===== src/rtl/i2s_modport_if.sv =====
// Bus bundle for the dual-link I2S block: data words, both serial links and
// the four event pulses. The block itself uses the master view; anything that
// drives data in and watches the links uses the slave view.
interface i2s_modport_if #(
  parameter int WORD_W = 32
);
  logic [WORD_W-1:0] txm_dat_i;
  logic [WORD_W-1:0] txs_dat_i;
  logic [WORD_W-1:0] rxs_dat_o;
  logic [WORD_W-1:0] rxm_dat_o;
  logic              i2s_sck1;
  logic              i2s_ws1;
  logic              i2s_sd1;
  logic              i2s_sck2;
  logic              i2s_ws2;
  logic              i2s_sd2;
  logic              txm_int_o;
  logic              txs_int_o;
  logic              rxm_int_o;
  logic              rxs_int_o;

  modport master (
    input  txm_dat_i, txs_dat_i,
    output rxs_dat_o, rxm_dat_o,
    output i2s_sck1, i2s_ws1, i2s_sd1,
    output i2s_sck2, i2s_ws2, i2s_sd2,
    output txm_int_o, txs_int_o, rxm_int_o, rxs_int_o
  );

  modport slave (
    output txm_dat_i, txs_dat_i,
    input  rxs_dat_o, rxm_dat_o,
    input  i2s_sck1, i2s_ws1, i2s_sd1,
    input  i2s_sck2, i2s_ws2, i2s_sd2,
    input  txm_int_o, txs_int_o, rxm_int_o, rxs_int_o
  );
endinterface


===== src/rtl/i2s_modport.sv =====
// Dual-link I2S transceiver on the Wishbone clock.
// Link 1: TX master drives sck1/ws1/sd1, an internal RX slave receives it.
// Link 2: RX master drives sck2/ws2 and receives sd2 from an internal TX
// slave that recovers its timing from the registered sck2/ws2 lines.
module i2s_modport #(
  parameter int CLK_DIV = 4,
  parameter int WORD_W  = 32
) (
  input  logic          wb_clk_i,
  input  logic          wb_rst_i,
  i2s_modport_if.master bus
);

  localparam int DIV_W  = (CLK_DIV > 1) ? $clog2(CLK_DIV) : 1;
  localparam int SLOT_W = $clog2(WORD_W);
  localparam logic [DIV_W-1:0]  DIV_LAST  = DIV_W'(CLK_DIV - 1);
  localparam logic [DIV_W-1:0]  DIV_ONE   = DIV_W'(1);
  localparam logic [SLOT_W-1:0] SLOT_LAST = SLOT_W'(WORD_W - 1);
  localparam logic [SLOT_W-1:0] SLOT_HALF = SLOT_W'(WORD_W / 2);
  localparam logic [SLOT_W-1:0] SLOT_ONE  = SLOT_W'(1);

  typedef enum logic {SL_WAIT, SL_ARMED} slv_state_t;

  // Index 0 = link-1 TX master timing, index 1 = link-2 RX master timing.
  logic [DIV_W-1:0]  div_cnt  [2];
  logic [SLOT_W-1:0] slot     [2];
  logic [SLOT_W-1:0] slot_nxt [2];
  logic [1:0]        sck, ws, sck_fall, sck_rise;

  // Edge strobes: the clock on which a master's sck is about to toggle.
  always_comb begin
    for (int i = 0; i < 2; i++) begin
      sck_fall[i] = (div_cnt[i] == DIV_LAST) & sck[i];
      sck_rise[i] = (div_cnt[i] == DIV_LAST) & ~sck[i];
      slot_nxt[i] = (slot[i] == SLOT_LAST) ? '0 : slot[i] + SLOT_ONE;
    end
  end

  // Divider, sck toggle and slot/ws advance for both masters.
  // NOTE: every clocked register uses <= so all flops see pre-edge values.
  always_ff @(posedge wb_clk_i or posedge wb_rst_i) begin
    if (wb_rst_i) begin
      for (int i = 0; i < 2; i++) begin
        div_cnt[i] <= '0;
        slot[i]    <= '0;
      end
      sck <= '0;
      ws  <= '0;
    end else begin
      for (int i = 0; i < 2; i++) begin
        if (div_cnt[i] == DIV_LAST) begin
          div_cnt[i] <= '0;
          sck[i]     <= ~sck[i];
        end else begin
          div_cnt[i] <= div_cnt[i] + DIV_ONE;
        end
        if (sck_fall[i]) begin
          slot[i] <= slot_nxt[i];
          ws[i]   <= (slot_nxt[i] >= SLOT_HALF);
        end
      end
    end
  end

  // ---------------- Link-1 TX master ----------------
  logic [WORD_W-1:0] txm_sh;
  logic              sd1, txm_int;

  // Load at slot 1 (MSB out), otherwise shift one bit per sck fall.
  always_ff @(posedge wb_clk_i or posedge wb_rst_i) begin
    if (wb_rst_i) begin
      txm_sh  <= '0;
      sd1     <= 1'b0;
      txm_int <= 1'b0;
    end else begin
      txm_int <= 1'b0;
      if (sck_fall[0]) begin
        if (slot_nxt[0] == SLOT_ONE) begin
          txm_sh  <= {bus.txm_dat_i[WORD_W-2:0], 1'b0};
          sd1     <= bus.txm_dat_i[WORD_W-1];
          txm_int <= 1'b1;
        end else begin
          sd1    <= txm_sh[WORD_W-1];
          txm_sh <= {txm_sh[WORD_W-2:0], 1'b0};
        end
      end
    end
  end

  // ---------------- Link-2 TX slave ----------------
  logic              sck2_q, ws2_q, sck2_fall_d, ws2_fall_d;
  logic [WORD_W-1:0] txs_sh;
  logic              sd2, txs_int, slv_load;
  slv_state_t        slv_state, slv_state_nxt;

  assign sck2_fall_d = sck2_q & ~sck[1];
  assign ws2_fall_d  = ws2_q & ~ws[1];

  // Slave state register: armed by a ws2 fall, disarmed by the load.
  always_ff @(posedge wb_clk_i or posedge wb_rst_i) begin
    if (wb_rst_i) slv_state <= SL_WAIT;
    else          slv_state <= slv_state_nxt;
  end

  // Arm on ws2 fall (slot 0); load on the following sck2 fall (slot 1).
  // NOTE: defaults first so no path through the block leaves a latch.
  always_comb begin
    slv_state_nxt = slv_state;
    slv_load      = 1'b0;
    if (ws2_fall_d) begin
      slv_state_nxt = SL_ARMED;
    end else if ((slv_state == SL_ARMED) && sck2_fall_d) begin
      slv_state_nxt = SL_WAIT;
      slv_load      = 1'b1;
    end
  end

  // Edge-detect registers and slave serializer, one clock behind the master.
  always_ff @(posedge wb_clk_i or posedge wb_rst_i) begin
    if (wb_rst_i) begin
      sck2_q  <= 1'b0;
      ws2_q   <= 1'b0;
      txs_sh  <= '0;
      sd2     <= 1'b0;
      txs_int <= 1'b0;
    end else begin
      sck2_q  <= sck[1];
      ws2_q   <= ws[1];
      txs_int <= 1'b0;
      if (slv_load) begin
        txs_sh  <= {bus.txs_dat_i[WORD_W-2:0], 1'b0};
        sd2     <= bus.txs_dat_i[WORD_W-1];
        txs_int <= 1'b1;
      end else if (sck2_fall_d) begin
        sd2    <= txs_sh[WORD_W-1];
        txs_sh <= {txs_sh[WORD_W-2:0], 1'b0};
      end
    end
  end

  // ---------------- Receivers (0 = link-1 slave, 1 = link-2 master) -------
  logic [WORD_W-1:0] rx_sh  [2];
  logic [WORD_W-1:0] rx_dat [2];
  logic [1:0]        rx_ws_q, rx_int, rx_sd;

  assign rx_sd = {sd2, sd1};

  // Sample sd/ws on sck rise; a 1->0 ws step marks the LSB and ends the word.
  always_ff @(posedge wb_clk_i or posedge wb_rst_i) begin
    if (wb_rst_i) begin
      for (int i = 0; i < 2; i++) begin
        rx_sh[i]  <= '0;
        rx_dat[i] <= '0;
      end
      rx_ws_q <= '0;
      rx_int  <= '0;
    end else begin
      for (int i = 0; i < 2; i++) begin
        rx_int[i] <= 1'b0;
        if (sck_rise[i]) begin
          rx_sh[i]   <= {rx_sh[i][WORD_W-2:0], rx_sd[i]};
          rx_ws_q[i] <= ws[i];
          if (rx_ws_q[i] && !ws[i]) begin
            rx_dat[i] <= {rx_sh[i][WORD_W-2:0], rx_sd[i]};
            rx_int[i] <= 1'b1;
          end
        end
      end
    end
  end

  assign bus.i2s_sck1  = sck[0];
  assign bus.i2s_ws1   = ws[0];
  assign bus.i2s_sd1   = sd1;
  assign bus.i2s_sck2  = sck[1];
  assign bus.i2s_ws2   = ws[1];
  assign bus.i2s_sd2   = sd2;
  assign bus.txm_int_o = txm_int;
  assign bus.txs_int_o = txs_int;
  assign bus.rxs_int_o = rx_int[0];
  assign bus.rxm_int_o = rx_int[1];
  assign bus.rxs_dat_o = rx_dat[0];
  assign bus.rxm_dat_o = rx_dat[1];

endmodule


===== src/flat_wrapper.sv =====
// flat-port wrapper written by rule: the top's interface ports become plain ports
module i2s_modport_flat 
#(
  parameter int CLK_DIV = 4,
  parameter int WORD_W  = 32
)
  (wb_clk_i, wb_rst_i, bus_txm_dat_i, bus_txs_dat_i, bus_rxs_dat_o, bus_rxm_dat_o, bus_i2s_sck1, bus_i2s_ws1, bus_i2s_sd1, bus_i2s_sck2, bus_i2s_ws2, bus_i2s_sd2, bus_txm_int_o, bus_txs_int_o, bus_rxm_int_o, bus_rxs_int_o);
  i2s_modport_if #(.WORD_W(WORD_W)) bus_i ();
  input  logic wb_clk_i;
  input  logic wb_rst_i;
  input wire logic [$bits(bus_i.txm_dat_i)-1:0] bus_txm_dat_i;
  input wire logic [$bits(bus_i.txs_dat_i)-1:0] bus_txs_dat_i;
  output wire logic [$bits(bus_i.rxs_dat_o)-1:0] bus_rxs_dat_o;
  output wire logic [$bits(bus_i.rxm_dat_o)-1:0] bus_rxm_dat_o;
  output wire logic [$bits(bus_i.i2s_sck1)-1:0] bus_i2s_sck1;
  output wire logic [$bits(bus_i.i2s_ws1)-1:0] bus_i2s_ws1;
  output wire logic [$bits(bus_i.i2s_sd1)-1:0] bus_i2s_sd1;
  output wire logic [$bits(bus_i.i2s_sck2)-1:0] bus_i2s_sck2;
  output wire logic [$bits(bus_i.i2s_ws2)-1:0] bus_i2s_ws2;
  output wire logic [$bits(bus_i.i2s_sd2)-1:0] bus_i2s_sd2;
  output wire logic [$bits(bus_i.txm_int_o)-1:0] bus_txm_int_o;
  output wire logic [$bits(bus_i.txs_int_o)-1:0] bus_txs_int_o;
  output wire logic [$bits(bus_i.rxm_int_o)-1:0] bus_rxm_int_o;
  output wire logic [$bits(bus_i.rxs_int_o)-1:0] bus_rxs_int_o;
  assign bus_i.txm_dat_i = bus_txm_dat_i;
  assign bus_i.txs_dat_i = bus_txs_dat_i;
  assign bus_rxs_dat_o = bus_i.rxs_dat_o;
  assign bus_rxm_dat_o = bus_i.rxm_dat_o;
  assign bus_i2s_sck1 = bus_i.i2s_sck1;
  assign bus_i2s_ws1 = bus_i.i2s_ws1;
  assign bus_i2s_sd1 = bus_i.i2s_sd1;
  assign bus_i2s_sck2 = bus_i.i2s_sck2;
  assign bus_i2s_ws2 = bus_i.i2s_ws2;
  assign bus_i2s_sd2 = bus_i.i2s_sd2;
  assign bus_txm_int_o = bus_i.txm_int_o;
  assign bus_txs_int_o = bus_i.txs_int_o;
  assign bus_rxm_int_o = bus_i.rxm_int_o;
  assign bus_rxs_int_o = bus_i.rxs_int_o;
  i2s_modport #(.CLK_DIV(CLK_DIV), .WORD_W(WORD_W)) u_core (.wb_clk_i(wb_clk_i), .wb_rst_i(wb_rst_i), .bus(bus_i));
endmodule

===== config.mk =====
export PLATFORM = sky130hd
export DESIGN_NAME = i2s_modport_flat
export DESIGN_NICKNAME = d
export VERILOG_FILES = /design/src/rtl/i2s_modport_if.sv /design/src/rtl/i2s_modport.sv /design/src/flat_wrapper.sv
export SDC_FILE = /design/constraint.sdc
export NUM_CORES = 1
export LEC_CHECK = 0
export ABC_CLOCK_PERIOD_IN_PS = 15900
export CORE_MARGIN = 2
export CORE_UTILIZATION = 55
export DETAILED_ROUTE_END_ITERATION = 6
export PLACE_DENSITY = 0.82
export SLEW_MARGIN = 20
export SYNTH_ARGS = -nofsm -noshare
export SYNTH_HDL_FRONTEND = slang
export SYNTH_SLANG_ARGS = --single-unit

===== constraint.sdc =====
create_clock -name wb_clk_i -period 15.9 [get_ports wb_clk_i]
set_input_delay 2.385 -clock wb_clk_i [delete_from_list [all_inputs] [get_ports wb_clk_i]]
set_output_delay 2.385 -clock wb_clk_i [all_outputs]
set_load 0.01 [all_outputs]

==> metrics.yaml <==
crit_required_ns: 13.52
seq_power_share_pct: 50.2
tritoncts: "built"
area_delta_synth_final_pct: 25.8
max_freq_mhz: 253
hold_path.class: "flip-flop to flip-flop"
post-route-cell-area_sq_mm: 0.0110
root_buffer: "clkbuf_16"
slew_headroom_pct: 29.4
grt_pass1_wl_microns: 26800
n_antenna_cell: 0
cts_resized: 0
netlist_instances: 677
cp.buffers_inverters: 1
cts.sinks: 215
antenna_found_initial: 0
grt_usage_pct: 19.5
seq_area_frac_synth_pct: 61.6
final-setup-viol-count: 0
drtIter0Drc: 300
wl_per_cell_microns: 15.9
grt_pass1_vias: 5486
cp-end-kind: "output pin"
synthFlopType: "dfrtp_1"
maxCapViolations: 0
avgSynthCellArea_sq_um: 12.9
syn_area_sq_mm: 0.00873
cts_made_buffers: 22
viasPerCell: 5.38
die_y_microns: 130
peakVddDrop_mv: 0.0702
nNetsFinal: 878
grt_max_degree: 158
tightest_slew_ns: 1.06
wirelength_microns: 16500
finish.utilization_pct: 69.9
slowest_stage: "clkdlybuf4s50_1"
drc: 0
critPathTopFamily: "buffers and inverters"
ctsHoldBuffers: 0
cpPeakStageDelay_ns: 0.61
layoutNonFillerInstCount: 1035
ys_seq_elements: 215
final_hold_viol_count: 0
cp.arrival_ns: 1.56
finalCritPeriodShare_pct: 24.8
fin_setup_tns_ns: 0
cts_setup_buffers: 0
die_w_microns: 130
numPortBuffers: 139
post-dp-hpwl_microns: 10500
rsz0062_at_grt: "false"
max-clock-path-buffers: 3
comb_power_share_pct: 3.0
overflow: 0
period_minus_slack_ns: 3.95
synth_edf_count: 0
antenna_left: 0
power_density_mw_per_mm2: 100
swShare_pct: 19.7
syn_nets: 750
io_pins: 140
maxSlewViolCount: 0
crit_fanout: 7
p_int_uw: 885
clkLatencyLatePin_ns: 0.49
yosys.cell_types.count: 32
start_kind: "flip-flop"
dp.cells: 997
clock_skew_ns: 0.00619
synthArstFlopShare_pct: 100
status: "finished clean"
first_pass_iters: 4
p_clk_share_pct: 46.7
dp_slack_ns: 11.39
path_class: "flip-flop to output pin"
vias: 5566
routabilityCongestion: 0.797
drive_gt1_share_pct: 21.6
setup_slack_ns: 11.95
switchingPower_uw: 218
cp_cell_sequence: "clkdlybuf4s50_1"
placed_area_sq_mm: 0.0102
start_util_pct: 55.6
cts_max_level: 1
die_area_sq_mm: 0.0169
core_sq_mm: 0.0157
yosys_warnings: 0
cts.clk_slew.worst_paths_ns: 0.06
rows: 46
p_leak_uw: 0.00532
[routing by layer]
metal	GRT usage, %	routed length [microns]
met1	27.4	7320
met2	31.9	8000
met3	3.24	790
met4	5.25	395
met5	0	0
[placed cells by master (no fill, tap or decap)]
cell type          n
clkbuf_8           8
buf_4              9
bufinv_16          1
ha_1               7
nand2_2            1
xnor2_1            1
nand2b_1           4
clkbuf_1           3
mux2_1             4
clkdlybuf4s50_1  139
mux2_2           127
clkbuf_16         23
and2_1             1
nand2b_2           1
nor4b_1            1
clkinv_8           1
o21ai_0           71
xor2_1             2
inv_1              2
o21a_1             1
mux2i_1           31
or3_1              1
a21oi_1           32
nand2_1           47
nor3_1             1
nor2b_1            2
mux2i_2            1
nand3_1            2
nor2_1            38
clkinv_2           3
o21ai_1            2
and3_1             3
dfrtp_1          215
a21o_1             1
a31oi_1           31
nor3b_4            2
[flip-flops by register name, summed over array words and instances (netlist names), 2 cells and up]
register              cells
u_core.rx_sh             62
u_core.bus.rxm_dat_o     32
u_core.bus.rxs_dat_o     32
u_core.txm_sh            31
u_core.txs_sh            31
u_core.slot               8
u_core.div_cnt            4
u_core.rx_int             2
u_core.rx_ws_q            2
u_core.sck                2
u_core.ws                 2
[final timing paths]
path,start,end,slack [ns],cells after the start
max in group asynchronous,wb_rst_i,u_core.txs_sh[27]$_DFFE_PP0P_,12.17,3
hold reg to reg,u_core.div_cnt[0]$_DFF_PP0_,u_core.div_cnt[0]$_DFF_PP0_,0.42,1
setup reg to reg,u_core.slot[5]$_DFFE_PP0P_,u_core.txm_sh[8]$_DFFE_PP0P_,13.22,7
hold / removal,u_core.div_cnt[0]$_DFF_PP0_,u_core.div_cnt[0]$_DFF_PP0_,0.42,1
setup / recovery,u_core.ws[1]$_DFFE_PP0P_,bus_i2s_ws2,11.95,1
min in group asynchronous,wb_rst_i,u_core.txm_sh[9]$_DFFE_PP0P_,2.44,2
[synthesized netlist by cell type (2+ instances only)]
| cell | n | share of area (%) |
|---|---|---|
| inv_1 | 3 | 0.13 |
| mux2_1 | 4 | 0.52 |
| mux2i_1 | 31 | 3.6 |
| nand2_1 | 48 | 2.1 |
| o21ai_0 | 72 | 4.1 |
| nand2b_1 | 5 | 0.36 |
| ha_1 | 7 | 1.0 |
| clkbuf_2 | 3 | 0.17 |
| nor2b_1 | 2 | 0.14 |
| xor2_1 | 2 | 0.20 |
| buf_2 | 14 | 0.80 |
| and3_1 | 3 | 0.21 |
| nor2_1 | 38 | 1.6 |
| nand3_1 | 2 | 0.11 |
| buf_6 | 6 | 0.77 |
| dfrtp_1 | 215 | 62 |
| a31oi_1 | 31 | 2.2 |
| clkbuf_1 | 19 | 0.82 |
| a21oi_1 | 32 | 1.8 |
| nor3b_4 | 2 | 0.43 |
| mux2_2 | 127 | 16 |
[through the flow]
step	hold WS, ns	total power, uW
6_report	0.423	1100
5_1_grt	0.464	1140
4_1_cts	0.426	1110
3_5_place_dp	0.418	598
3_3_place_gp	0.413	596
2_1_floorplan	0.403	576
[cell type report]
type | count | area (sq um)
clock inverter | 4 | 45.0
inverter | 3 | 23.8
clock buffer | 34 | 697
fill | 1119 | 4730
sequential | 215 | 5380
timing repair buffer | 148 | 1460
tap | 216 | 270
multi-input combinational | 415 | 3110
[kinds of logic after synthesis]
logic type	count (synthesis)	share of synthesized area (%)
XOR/XNOR	3	0.301
multiplexers	163	20.6
AND/OR/NAND/NOR	104	5.26
AO/OA/AOI/OAI	138	8.41
adder cells (fa/ha/maj)	7	1.00
flip-flops	215	61.6
buffers and inverters	47	2.82
[power by group through the flow]
| stage | logic [uW] | clock network, uW | registers [uW] |
|---|---|---|---|
| after detailed placement | 34.1 | 0 | 564 |
| after floorplan | 13.1 | 0 | 563 |
| after CTS | 34.4 | 525 | 554 |
| final | 33.4 | 515 | 554 |
| after global routing | 37.6 | 549 | 554 |
| after global placement | 33.2 | 0 | 563 |
Note: power is estimated with default switching activity, not from simulation.
